File: src/rtl/uart_work_rx.sv
// uart_work_rx: assembles sync-delimited, checksummed work frames from the
// UART byte stream and hands each good frame to the hashing core.
//
// Handshake: work_valid/work_data are registers. A transfer happens on any
// clock edge where work_valid & work_ready are both high. work_data is held
// stable while work_valid is high and no transfer has happened. work_valid
// never depends combinationally on work_ready.
module uart_work_rx #(
  parameter int unsigned WORK_BYTES     = 44,
  parameter logic [7:0]  SYNC_BYTE      = 8'hA5,
  parameter int unsigned TIMEOUT_CYCLES = 50000
) (
  input  logic                    clk,
  input  logic                    rst_n,
  input  logic                    rx_flag,
  input  logic [7:0]              rx_byte,
  output logic                    work_valid,
  input  logic                    work_ready,
  output logic [8*WORK_BYTES-1:0] work_data,
  output logic                    err_checksum,
  output logic                    err_timeout,
  output logic                    err_overrun,
  output logic [1:0]              dbg_state
);

  localparam int unsigned W        = 8 * WORK_BYTES;
  localparam logic [7:0]  LAST_IDX = 8'(WORK_BYTES - 1);
  localparam logic [15:0] TMO_LAST = 16'(TIMEOUT_CYCLES - 1);

  typedef enum logic [1:0] {
    S_IDLE    = 2'd0,
    S_PAYLOAD = 2'd1,
    S_CHECK   = 2'd2
  } state_t;

  state_t         state_q, state_d;
  logic [7:0]     cnt_q, cnt_d;
  logic [7:0]     sum_q, sum_d;
  logic [15:0]    timer_q, timer_d;
  logic [W-1:0]   asm_q, asm_d;
  logic [W-1:0]   work_q, work_d;
  logic           valid_q, valid_d;
  logic           err_ck_q, err_ck_d;
  logic           err_to_q, err_to_d;
  logic           err_ov_q, err_ov_d;

  logic           in_frame;
  logic           expire;
  logic [7:0]     chk;
  logic           frame_good;
  logic           frame_bad;
  logic           xfer;
  logic           load;

  // Timer hits its limit on a quiet cycle; a byte on that cycle wins.
  assign in_frame   = (state_q != S_IDLE);
  assign expire     = in_frame && !rx_flag && (timer_q == TMO_LAST);
  assign chk        = sum_q + rx_byte;
  assign frame_good = (state_q == S_CHECK) && rx_flag && (chk == 8'd0);
  assign frame_bad  = (state_q == S_CHECK) && rx_flag && (chk != 8'd0);
  assign xfer       = valid_q && work_ready;
  assign load       = frame_good && (!valid_q || work_ready);

  assign work_valid   = valid_q;
  assign work_data    = work_q;
  assign err_checksum = err_ck_q;
  assign err_timeout  = err_to_q;
  assign err_overrun  = err_ov_q;
  assign dbg_state    = state_q;

  // State and datapath registers.
  always_ff @(posedge clk or negedge rst_n) begin
    if (!rst_n) begin
      state_q  <= S_IDLE;
      cnt_q    <= '0;
      sum_q    <= '0;
      timer_q  <= '0;
      asm_q    <= '0;
      work_q   <= '0;
      valid_q  <= 1'b0;
      err_ck_q <= 1'b0;
      err_to_q <= 1'b0;
      err_ov_q <= 1'b0;
    end else begin
      state_q  <= state_d;
      cnt_q    <= cnt_d;
      sum_q    <= sum_d;
      timer_q  <= timer_d;
      asm_q    <= asm_d;
      work_q   <= work_d;
      valid_q  <= valid_d;
      err_ck_q <= err_ck_d;
      err_to_q <= err_to_d;
      err_ov_q <= err_ov_d;
    end
  end

  // Next frame-phase: sync opens a frame, the last payload byte moves to
  // the checksum phase, the checksum byte or a timeout closes it.
  always_comb begin
    state_d = state_q;
    unique case (state_q)
      S_IDLE:    if (rx_flag && rx_byte == SYNC_BYTE) state_d = S_PAYLOAD;
      S_PAYLOAD: begin
        if (expire)                               state_d = S_IDLE;
        else if (rx_flag && cnt_q == LAST_IDX)    state_d = S_CHECK;
      end
      S_CHECK:   if (expire || rx_flag)           state_d = S_IDLE;
      default:   state_d = S_IDLE;
    endcase
  end

  // Byte assembly, checksum, timer, work hand-off and error pulses.
  always_comb begin
    cnt_d    = cnt_q;
    sum_d    = sum_q;
    timer_d  = timer_q;
    asm_d    = asm_q;
    work_d   = work_q;
    valid_d  = valid_q;
    err_to_d = 1'b0;
    err_ck_d = frame_bad;
    err_ov_d = frame_good && valid_q && !work_ready;

    if (state_q == S_IDLE) begin
      if (rx_flag && rx_byte == SYNC_BYTE) begin
        cnt_d   = '0;
        sum_d   = '0;
        timer_d = '0;
        asm_d   = '0;
      end
    end else if (rx_flag) begin
      timer_d = '0;
      if (state_q == S_PAYLOAD) begin
        asm_d = (asm_q << 8) | W'(rx_byte);
        sum_d = sum_q + rx_byte;
        cnt_d = cnt_q + 8'd1;
      end
    end else if (expire) begin
      timer_d  = '0;
      asm_d    = '0;
      err_to_d = 1'b1;
    end else begin
      timer_d = timer_q + 16'd1;
    end

    if (load) begin
      work_d  = asm_q;
      valid_d = 1'b1;
    end else if (xfer) begin
      valid_d = 1'b0;
    end
  end

endmodule

File: config.mk
export PLATFORM = sky130hd
export DESIGN_NAME = uart_work_rx
export DESIGN_NICKNAME = d
export VERILOG_FILES = /design/src/rtl/uart_work_rx.sv
export SDC_FILE = /design/constraint.sdc
export NUM_CORES = 1
export LEC_CHECK = 0
export ABC_AREA = 1
export BUFFER_PORTS_ARGS = -buffer_cell sky130_fd_sc_hd__buf_2
export CAP_MARGIN = 25
export CORE_ASPECT_RATIO = 0.6
export CORE_MARGIN = 5
export CORE_UTILIZATION = 30
export DETAILED_ROUTE_END_ITERATION = 10
export GPL_ROUTABILITY_DRIVEN = 0
export SYNTH_ARGS = -nofsm -noshare
export SYNTH_HDL_FRONTEND = slang
export SYNTH_SLANG_ARGS = --single-unit
File: constraint.sdc
create_clock -name clk -period 2.8 [get_ports clk]
set_input_delay 0.84 -clock clk [delete_from_list [all_inputs] [get_ports clk]]
set_output_delay 0.84 -clock clk [all_outputs]
set_load 0.005 [all_outputs]
==> impl_metrics.ini <==
[run_status]
status = completed

[power]
power_density_nw_per_um2 = 660
vdd_drop_max_mv = 0.446
total_power_mw = 24.5
p_leak_nw = 18.9

[global_route]
grt_pass1_vias = 23900
grt_pass1_wl_mm = 147
overflow = 0
grt_usage_pct = 16.9
grt_antenna_before_repair = 0
grt_max_degree = 129

[setup_path]
crit_type = reg2reg
cpPeakStageDelay_ps = 410
end_kind = flop
cp_max_fo = 10
crit_slowest_cell = fa_2
cp.arrival_ps = 3120
r2r_end = work_data[68]
cpMostUsedCell = nand2_1
rrSetupSlack_ps = 240
critical_path.top_delay_family = simple AND/OR/NAND/NOR gates
r2r-start = sum_q[0]
critPathBufInv = 3
required_ps = 3360
start_kind = flop
worstRegToRegCells = 13
crit_path_cell_trace = ha_1 -> fa_2 -> inv_1 -> nand2_1 -> nor2_2 -> nand3_1 -> nor2_1 -> nand2_1 -> nor2_4 -> buf_4 -> clkbuf_16 -> nand4_1 -> nand2_1

[place]
hpwl_mm = 64.0
portBuffers = 369
post-place-ws_ps = -387
placed_cells = 4995

[logic_synthesis]
synth_seq_cells = 742
yosys_warnings = 0
netlist_area_sq_um = 30500
synth_enable_flop_cells = 0
async_flop_share_pct = 100
synth_fp_nets = 3446
synth_ff_type = dfrtp_1
synth_area_per_cell_sq_um = 8.91
synth_cell_types = 29
syn_inst = 3424
yosysSeqAreaShare_pct = 60.9

[timing]
finalCriticalPeriod_ps = 2560
rsz0062_at_grt = false
setup_viol = 0
layout_setup_ws_ps = 239
hold_viol = 0
skew_ps = 25.1
slew_headroom_pct = 55.9
worst_pin_slew_ps = 662
fmax_mhz = 390
fin_crit_sh_pct = 91.5
slew_violations = 0

[min_path]
worstHoldPathType = in2async

[cts]
clockBufferDepth = 3
clkSinkCount = 742
cts_max_level = 3
clockRootBuffer = clkbuf_16
cts_inserted_buffers = 73
cts_tree = yes
clkLatencyLatePin_ps = 650
path_clk_slew_ps = 60
cts_hold_buffers = 0

[die]
coreArea_sq_um = 101000
die_w_microns = 422
ios = 370
rows = 90
start_util_pct = 30.3
die_y_microns = 257
die_area_sq_um = 108000

[final_layout]
final_cell_mix = nand2_1 (1506), dfrtp_1 (742), buf_2 (368), nand4_1 (365), o21ai_0 (346)
mostFrequentLayoutCell = nand2_1
nets = 3764
n_antenna_cell = 0
instances_no_fill = 5131
drive_above_1_share_pct = 16.9
area_growth_pct = 21.8
nFillCells = 10200

[drt]
first_iter_violations = 2499
drcViolationCount = 0
wl_mm = 94.3
firstDrtPassIters = 5
ant_nets = 0
route.vias.total = 25000
wire_per_inst_microns = 18.4
routed_via_density = 4.88

[flow_run]
cap_violations = 0
## cells by family after synthesis
logic type / share of synthesized area [%]
AO/OA/AOI/OAI: 6.46
XOR/XNOR: 0.316
adder cells (fa/ha/maj): 0.435
buffers and inverters: 4.74
flip-flops: 60.9
AND/OR/NAND/NOR: 27.2
## layout make-up
cell class / count / area (sq um) / share of cell area, %
tap: 1334 / 1670 / 4.49
clock buffer: 108 / 2170 / 5.84
multi-input combinational: 2360 / 10500 / 28.4
sequential: 742 / 18600 / 49.9
timing repair buffer: 517 / 3790 / 10.2
inverter: 48 / 180 / 0.485
clock inverter: 22 / 249 / 0.670
## cell usage after synthesis, drive strengths merged, types with 6 or more instances
master / count / area, sq um
clkbuf: 154 / 578
a21oi: 7 / 35.0
nand2: 1508 / 5660
xor2: 7 / 61.3
nor2: 33 / 129
nand4: 365 / 2280
buf: 120 / 688
o22ai: 6 / 37.5
inv: 46 / 173
ha: 9 / 113
nand3: 31 / 160
nor3: 8 / 40.0
o21ai: 375 / 1880
dfrtp: 742 / 18600
## timing repair
item	4_1_cts	5_1_grt
setup buffers	0	2
setup endpoints to repair	0	20
endpoints found under the hold margin	0	0
gates resized for setup	0	4
## routing by layer
metal | GRT usage (%) | part of all wire [%] | wire (microns) | vias up
met2 | 25.1 | 44 | 41600 | 647
met3 | 4.02 | 6.1 | 5790 | 97
met4 | 3.57 | 1.8 | 1680 | 0
met5 | 0 | 0 | 0 | -
li1 | - | - | - | 12000
met1 | 25.3 | 48 | 45300 | 12300
## registers in the layout, indices dropped and copies added, names as in the netlist, 2 cells and up
| name | cells |
|---|---|
| dbg_state | 2 |
| work_data | 352 |
| timer_q | 16 |
| cnt_q | 8 |
| sum_q | 8 |
| asm_q | 352 |
## through the flow
| stage | hold WS (ps) | utilization [%] | TNS [ps] | instance area (sq um) |
|---|---|---|---|---|
| 2_1_floorplan | 446 | - | 0 | 30500 |
| 3_3_place_gp | 448 | 34.4 | -105090 | 34600 |
| 3_5_place_dp | 453 | 34.4 | -114970 | 34600 |
| 4_1_cts | 72.5 | 36.8 | 0 | 37000 |
| 5_1_grt | 78.6 | 36.9 | 0 | 37200 |
| 6_report | 120 | 36.9 | 0 | 37200 |
## worst reg2reg max path, cell delays in order, from the launching register on
cell and delay (ps):
dfrtp_1 390, ha_1 220, fa_2 410, inv_1 80, nand2_1 60, nor2_2 130
nand3_1 90, nor2_1 100, nand2_1 90, nor2_4 210, buf_4 190, clkbuf_16 170
nand4_1 210, nand2_1 130
## worst max-delay path by stage
stage	cells past startpoint	slack [ps]	start	to
after CTS	13	200	sum_q[0]	work_data[285]
final	13	240	sum_q[0]	work_data[68]
after floorplan	15	70	rx_byte[0]	work_data[271]
after global placement	14	-410	rx_byte[0]	work_data[285]
after global routing	14	50	sum_q[0]	work_data[343]
after detailed placement	14	-390	rx_byte[0]	work_data[285]
## power breakdown
| group | internal (mW) | switching (mW) |
|---|---|---|
| clock | 5.70 | 4.37 |
| sequential | 10.8 | 0.123 |
| combinational | 0.994 | 2.50 |
No activity file was read; power rests on OpenSTA's default activity.
